$ cat src/rtl/rr_bus_arbiter_if.sv
// Bus-side signals of the round-robin arbiter: requests in, grant/select/status out.
// The master modport is taken by the arbiter, the slave modport by the requesters.
interface rr_bus_arbiter_if #(
  parameter int unsigned NUM_MASTERS = 4,
  parameter int unsigned MSEL_WIDTH  = 2
);
  logic [NUM_MASTERS-1:0] breq;
  logic [NUM_MASTERS-1:0] bgrant;
  logic [MSEL_WIDTH-1:0]  msel;
  logic                   bbusy;
  logic                   timeout;

  modport master (input breq, output bgrant, output msel, output bbusy, output timeout);
  modport slave  (output breq, input bgrant, input msel, input bbusy, input timeout);
endinterface

$ cat src/rtl/rr_bus_arbiter.sv
// N-master round-robin bus arbiter, no preemption, one idle turnaround cycle between owners.
// Optional grant-length limit is built when ARB_TIMEOUT_EN is defined.
module rr_bus_arbiter #(
  parameter int unsigned NUM_MASTERS    = 4,
  parameter int unsigned MSEL_WIDTH     = 2,
  parameter int unsigned TIMEOUT_CYCLES = 256
) (
  input logic              clk,
  input logic              rstn,
  rr_bus_arbiter_if.master bus
);

  localparam int unsigned IDX_W = (NUM_MASTERS > 1) ? $clog2(NUM_MASTERS) : 1;

  if (NUM_MASTERS < 2 || MSEL_WIDTH < IDX_W || TIMEOUT_CYCLES < 1) begin : g_bad_cfg
    $error("rr_bus_arbiter: invalid parameter set");
  end

  typedef enum logic [1:0] {
    IDLE    = 2'd0,
    GRANT   = 2'd1,
    RELEASE = 2'd2
  } state_t;

  state_t                 state_q, state_d;
  logic [NUM_MASTERS-1:0] grant_q, grant_d;
  logic [MSEL_WIDTH-1:0]  msel_q, msel_d;
  logic                   busy_q, busy_d;
  logic                   timeout_q, timeout_d;
  logic [IDX_W-1:0]       owner_q, owner_d;
  logic [IDX_W-1:0]       last_q, last_d;

  logic                   pick_valid;
  logic [IDX_W-1:0]       pick_idx;
  int unsigned            cand;

`ifdef ARB_TIMEOUT_EN
  localparam int unsigned CNT_W = $clog2(TIMEOUT_CYCLES + 1);
  logic [CNT_W-1:0] cnt_q, cnt_d;
`endif

  // Rotating priority: first requester after the last owner, wrapping around.
  always_comb begin
    pick_valid = 1'b0;
    pick_idx   = '0;
    cand       = 0;
    for (int unsigned k = 1; k <= NUM_MASTERS; k++) begin
      cand = (32'(last_q) + k) % NUM_MASTERS;
      if (!pick_valid && bus.breq[IDX_W'(cand)]) begin
        pick_valid = 1'b1;
        pick_idx   = IDX_W'(cand);
      end
    end
  end

  always_comb begin
    state_d   = state_q;
    grant_d   = grant_q;
    msel_d    = msel_q;
    busy_d    = busy_q;
    timeout_d = 1'b0;
    owner_d   = owner_q;
    last_d    = last_q;
`ifdef ARB_TIMEOUT_EN
    cnt_d     = cnt_q;
`endif
    case (state_q)
      IDLE, RELEASE: begin
        grant_d = '0;
        busy_d  = 1'b0;
        state_d = IDLE;
        if (pick_valid) begin
          state_d           = GRANT;
          grant_d[pick_idx] = 1'b1;
          msel_d            = MSEL_WIDTH'(pick_idx);
          owner_d           = pick_idx;
          busy_d            = 1'b1;
`ifdef ARB_TIMEOUT_EN
          cnt_d             = CNT_W'(1);
`endif
        end
      end
      GRANT: begin
        if (!bus.breq[owner_q]) begin
          state_d = RELEASE;
          grant_d = '0;
          busy_d  = 1'b0;
          last_d  = owner_q;
`ifdef ARB_TIMEOUT_EN
        end else if (cnt_q == CNT_W'(TIMEOUT_CYCLES)) begin
          // Owner overstayed: force release and hand priority to the next master.
          state_d   = RELEASE;
          grant_d   = '0;
          busy_d    = 1'b0;
          last_d    = owner_q;
          timeout_d = 1'b1;
        end else begin
          cnt_d = cnt_q + CNT_W'(1);
`endif
        end
      end
      default: begin
        state_d = IDLE;
        grant_d = '0;
        busy_d  = 1'b0;
      end
    endcase
  end

  always_ff @(posedge clk or negedge rstn) begin
    if (!rstn) begin
      state_q   <= IDLE;
      grant_q   <= '0;
      msel_q    <= '0;
      busy_q    <= 1'b0;
      timeout_q <= 1'b0;
      owner_q   <= '0;
      last_q    <= IDX_W'(NUM_MASTERS - 1);
`ifdef ARB_TIMEOUT_EN
      cnt_q     <= '0;
`endif
    end else begin
      state_q   <= state_d;
      grant_q   <= grant_d;
      msel_q    <= msel_d;
      busy_q    <= busy_d;
      timeout_q <= timeout_d;
      owner_q   <= owner_d;
      last_q    <= last_d;
`ifdef ARB_TIMEOUT_EN
      cnt_q     <= cnt_d;
`endif
    end
  end

  assign bus.bgrant  = grant_q;
  assign bus.msel    = msel_q;
  assign bus.bbusy   = busy_q;
  assign bus.timeout = timeout_q;

endmodule

$ cat src/flat_wrapper.sv
// flat-port wrapper written by rule: the top's interface ports become plain ports
module rr_bus_arbiter_flat 
#(
  parameter int unsigned NUM_MASTERS    = 4,
  parameter int unsigned MSEL_WIDTH     = 2,
  parameter int unsigned TIMEOUT_CYCLES = 256
)
  (clk, rstn, bus_breq, bus_bgrant, bus_msel, bus_bbusy, bus_timeout);
  rr_bus_arbiter_if #(.NUM_MASTERS(NUM_MASTERS), .MSEL_WIDTH(MSEL_WIDTH)) bus_i ();
  input logic clk;
  input logic rstn;
  input wire logic [$bits(bus_i.breq)-1:0] bus_breq;
  output wire logic [$bits(bus_i.bgrant)-1:0] bus_bgrant;
  output wire logic [$bits(bus_i.msel)-1:0] bus_msel;
  output wire logic [$bits(bus_i.bbusy)-1:0] bus_bbusy;
  output wire logic [$bits(bus_i.timeout)-1:0] bus_timeout;
  assign bus_i.breq = bus_breq;
  assign bus_bgrant = bus_i.bgrant;
  assign bus_msel = bus_i.msel;
  assign bus_bbusy = bus_i.bbusy;
  assign bus_timeout = bus_i.timeout;
  rr_bus_arbiter #(.NUM_MASTERS(NUM_MASTERS), .MSEL_WIDTH(MSEL_WIDTH), .TIMEOUT_CYCLES(TIMEOUT_CYCLES)) u_core (.clk(clk), .rstn(rstn), .bus(bus_i));
endmodule
$ cat config.mk
export PLATFORM = sky130hd
export DESIGN_NAME = rr_bus_arbiter_flat
export DESIGN_NICKNAME = d
export VERILOG_FILES = /design/src/rtl/rr_bus_arbiter_if.sv /design/src/rtl/rr_bus_arbiter.sv /design/src/flat_wrapper.sv
export SDC_FILE = /design/constraint.sdc
export NUM_CORES = 1
export LEC_CHECK = 0
export CORE_MARGIN = 2
export CORE_UTILIZATION = 37
export DETAILED_ROUTE_END_ITERATION = 8
export PLACE_DENSITY_LB_ADDON = 0.08
export SYNTH_ARGS = -nofsm -noshare
export SYNTH_HDL_FRONTEND = slang
export SYNTH_SLANG_ARGS = --single-unit
$ cat constraint.sdc
create_clock -name clk -period 3.2 [get_ports clk]
set_input_delay 0.64 -clock clk [delete_from_list [all_inputs] [get_ports clk]]
set_output_delay 0.64 -clock clk [all_outputs]
set_load 0.1 [all_outputs]
==> flow_metrics.py <==
metrics = {
    "clock_network": {
        "post_cts_buffers": 0,
        "cts_max_path_buffers": 2,
        "clkSinkCount": 10,
        "clock_latency_ns": 0.27,
        "cts_resized": 0,
        "path_clk_slew_ns": 0.07,
        "cts_tree": "built",
        "cts_root_buf": "clkbuf_4",
        "numCtsBuffers": 3,
        "ctsHoldBuffers": 0,
        "ctsHtreeMaxLevel": 1,
    },
    "synthesis": {
        "synth_seq_cells": 10,
        "synth_ff_type": "dfrtp_1",
        "synth-compound-area-share_pct": 17.0,
        "synth_cell_types": 23,
        "synth.top_cells.by_count": "8 x dfrtp_1, 4 x a21oi_1, 4 x a32o_1, 4 x nand2b_1, 3 x nor2_1",
        "synth_edf_count": 0,
        "yosysTopAreaCell": "dfrtp_1",
        "synthCells": 44,
        "syn_area_per_cell_sq_um": 11.5,
        "yosys.area_share.simple_pct": 19.2,
        "async_reset_ff_share_pct": 100,
        "netlist_area_sq_um": 508,
        "synth_fp_nets": 50,
        "yosys.area_share.xor_xnor_pct": 0,
        "yosysWarnings": 0,
        "synthAdderAreaFrac_pct": 0,
        "synth_top_family_by_area": "simple AND/OR/NAND/NOR gates",
        "yosysSeqAreaShare_pct": 49.8,
        "synth.area.mux_share_pct": 11.1,
        "synth.area.top_cells": "dfrtp_1 39%, dfstp_2 10%, a32o_1 7.9%, nand2b_1 4.9%, mux2_1 4.4%",
        "synth.most_common_cell": "dfrtp_1",
        "synth_top_area_share_pct": 39.4,
    },
    "floorplanning": {
        "die_h_microns": 41.1,
        "top_level_ports": 14,
        "start_util_pct": 39.5,
        "die_w_microns": 41.1,
        "die_area_sq_um": 1690,
        "rows": 13,
        "core_sq_um": 1280,
    },
    "timing": {
        "setup_viol": 0,
        "rsz0062_at_grt": "no",
        "min_period_ns": 2.07,
        "hold_viol": 0,
        "finalClockSkew_ns": 0.00286,
        "clock.fmax_mhz": 483,
        "drv_slew": 0,
        "worst_slack_ns": 1.13,
        "period_share_pct": 64.8,
        "fin_tns_setup_ns": 0,
    },
    "critical_path": {
        "r2r_cells": 3,
        "cp_cell_sequence": "clkdlybuf4s50_1 -> mux4_2 -> nor3b_4 -> mux2_1",
        "rrSetupSlack_ns": 1.55,
        "crit_fanout": 6,
        "timing.rr.end": "u_core.last_q[0]",
        "r2r_start": "u_core.bus.msel[0]",
        "critPathKind": "in2reg",
        "slowest_delay_ns": 0.55,
        "cp-end-kind": "register",
        "required_ns": 3.39,
        "startpoint_type": "input pin",
        "critPathSlowestCell": "mux4_2",
        "critPathArrivalTime_ns": 2.27,
    },
    "routing": {
        "ant_nets": 0,
        "avgViaCountPerCell": 5.54,
        "drtIter0Drc": 11,
        "dr.pass1.iters": 4,
        "vias": 410,
        "routed_wl_microns": 1150,
        "wl_per_cell_microns": 15.5,
        "route.detailed.drc": 0,
    },
    "grt": {
        "grt_pass1_wl_microns": 1680,
        "grt-ovfl-total": 0,
        "grt_antenna_before_repair": 0,
        "grt_max_degree": 11,
        "grt_pass1_vias": 388,
        "grt_usage_pct": 16.5,
    },
    "place": {
        "dp_hpwl_microns": 881,
        "gp_congestion": 0.705,
        "io_buffers": 12,
        "place_ws_ns": 0.842,
    },
    "final_layout": {
        "num_antenna_cells": 0,
        "syn2layout_area_growth_pct": 29.6,
        "post_route_cells_drive_above_1_share_pct": 27.1,
        "finalNetCount": 66,
    },
    "worst_hold_path": {
        "hold-path-cell-count": 1,
        "hold_end": "u_core.state_q[1]",
        "hold_start": "u_core.state_q[1]",
        "hold_path_class": "reg2reg",
    },
    "run": {
        "drv_cap": 0,
    },
    "outcome": {
        "run_status": "finished, final reports clean",
    },
}
[layout by cell type (no fill, tap or decap)]
| cell | instances |
|---|---|
| nand2_1 | 1 |
| mux4_2 | 1 |
| a21oi_1 | 4 |
| o21ai_0 | 2 |
| a211o_1 | 1 |
| nand2b_1 | 4 |
| nor2_1 | 3 |
| dfrtp_1 | 8 |
| a211oi_1 | 1 |
| clkbuf_4 | 3 |
| or2_1 | 1 |
| a32o_1 | 4 |
| buf_4 | 7 |
| dfstp_2 | 2 |
| or3_1 | 1 |
| clkdlybuf4s50_1 | 5 |
| nor3b_4 | 1 |
| and3b_1 | 1 |
| clkbuf_8 | 1 |
| nor4_1 | 1 |
| mux2_2 | 1 |
| conb_1 | 1 |
| nor3_1 | 1 |
| mux2_1 | 2 |
| inv_1 | 1 |
| and3_1 | 1 |
[final cells by class]
class,instances,area (sq um)
clock buffer,4,36.3
timing repair buffer,12,103
tap,15,18.8
multi-input combinational,32,244
sequential,10,253
fill,122,627
inverter,1,3.75
[worst max-delay path: cells and delay by family]
kind / cells / cell delay, ns
multiplexers: 2 / 0.90
buffers and inverters: 1 / 0.49
AND/OR/NAND/NOR: 1 / 0.24
[worst max-delay path by stage]
stage / startpoint / end / slack [ns]
floorplan: u_core.bus.msel[0] / u_core.last_q[0] / 0.99
global placement: bus_breq[3] / u_core.last_q[0] / 0.90
detailed placement: bus_breq[3] / u_core.last_q[0] / 0.84
CTS: bus_breq[3] / u_core.last_q[0] / 1.12
global route: bus_breq[3] / u_core.last_q[1] / 1.09
finish: bus_breq[3] / u_core.last_q[0] / 1.13
[cells by family after synthesis]
kind of cell / Yosys count
AO/OA/AOI/OAI: 12
AND/OR/NAND/NOR: 15
other: 1
flip-flops: 10
multiplexers: 4
buffers and inverters: 2
[sequential cells by signal, indices dropped and copies added (netlist names)]
signal	cells
u_core.bus.bbusy	1
u_core.bus.bgrant	4
u_core.bus.msel	2
u_core.last_q	2
u_core.state_q	1
[stage by stage]
stage	instances	area (sq um)	hold WS, ns	util [%]
final	74	658	0.497	51.2
after global routing	74	658	0.521	51.2
after CTS	74	658	0.501	51.2
after detailed placement	70	622	0.486	48.4
after global placement	70	622	0.480	48.4
after floorplan	44	508	0.344	-
[per-layer routing]
layer / GRT usage (%) / vias up / part of all wire (%)
met2: 27.3 / 11 / 53
met3: 5.43 / 2 / 6.5
met1: 18.1 / 204 / 40
li1: - / 193 / -
met5: 0 / - / 0
met4: 10.0 / 0 / 0.44
Power is not shown: default switching activity piles up to over one toggle a cycle in this logic, so the estimate is an artifact.
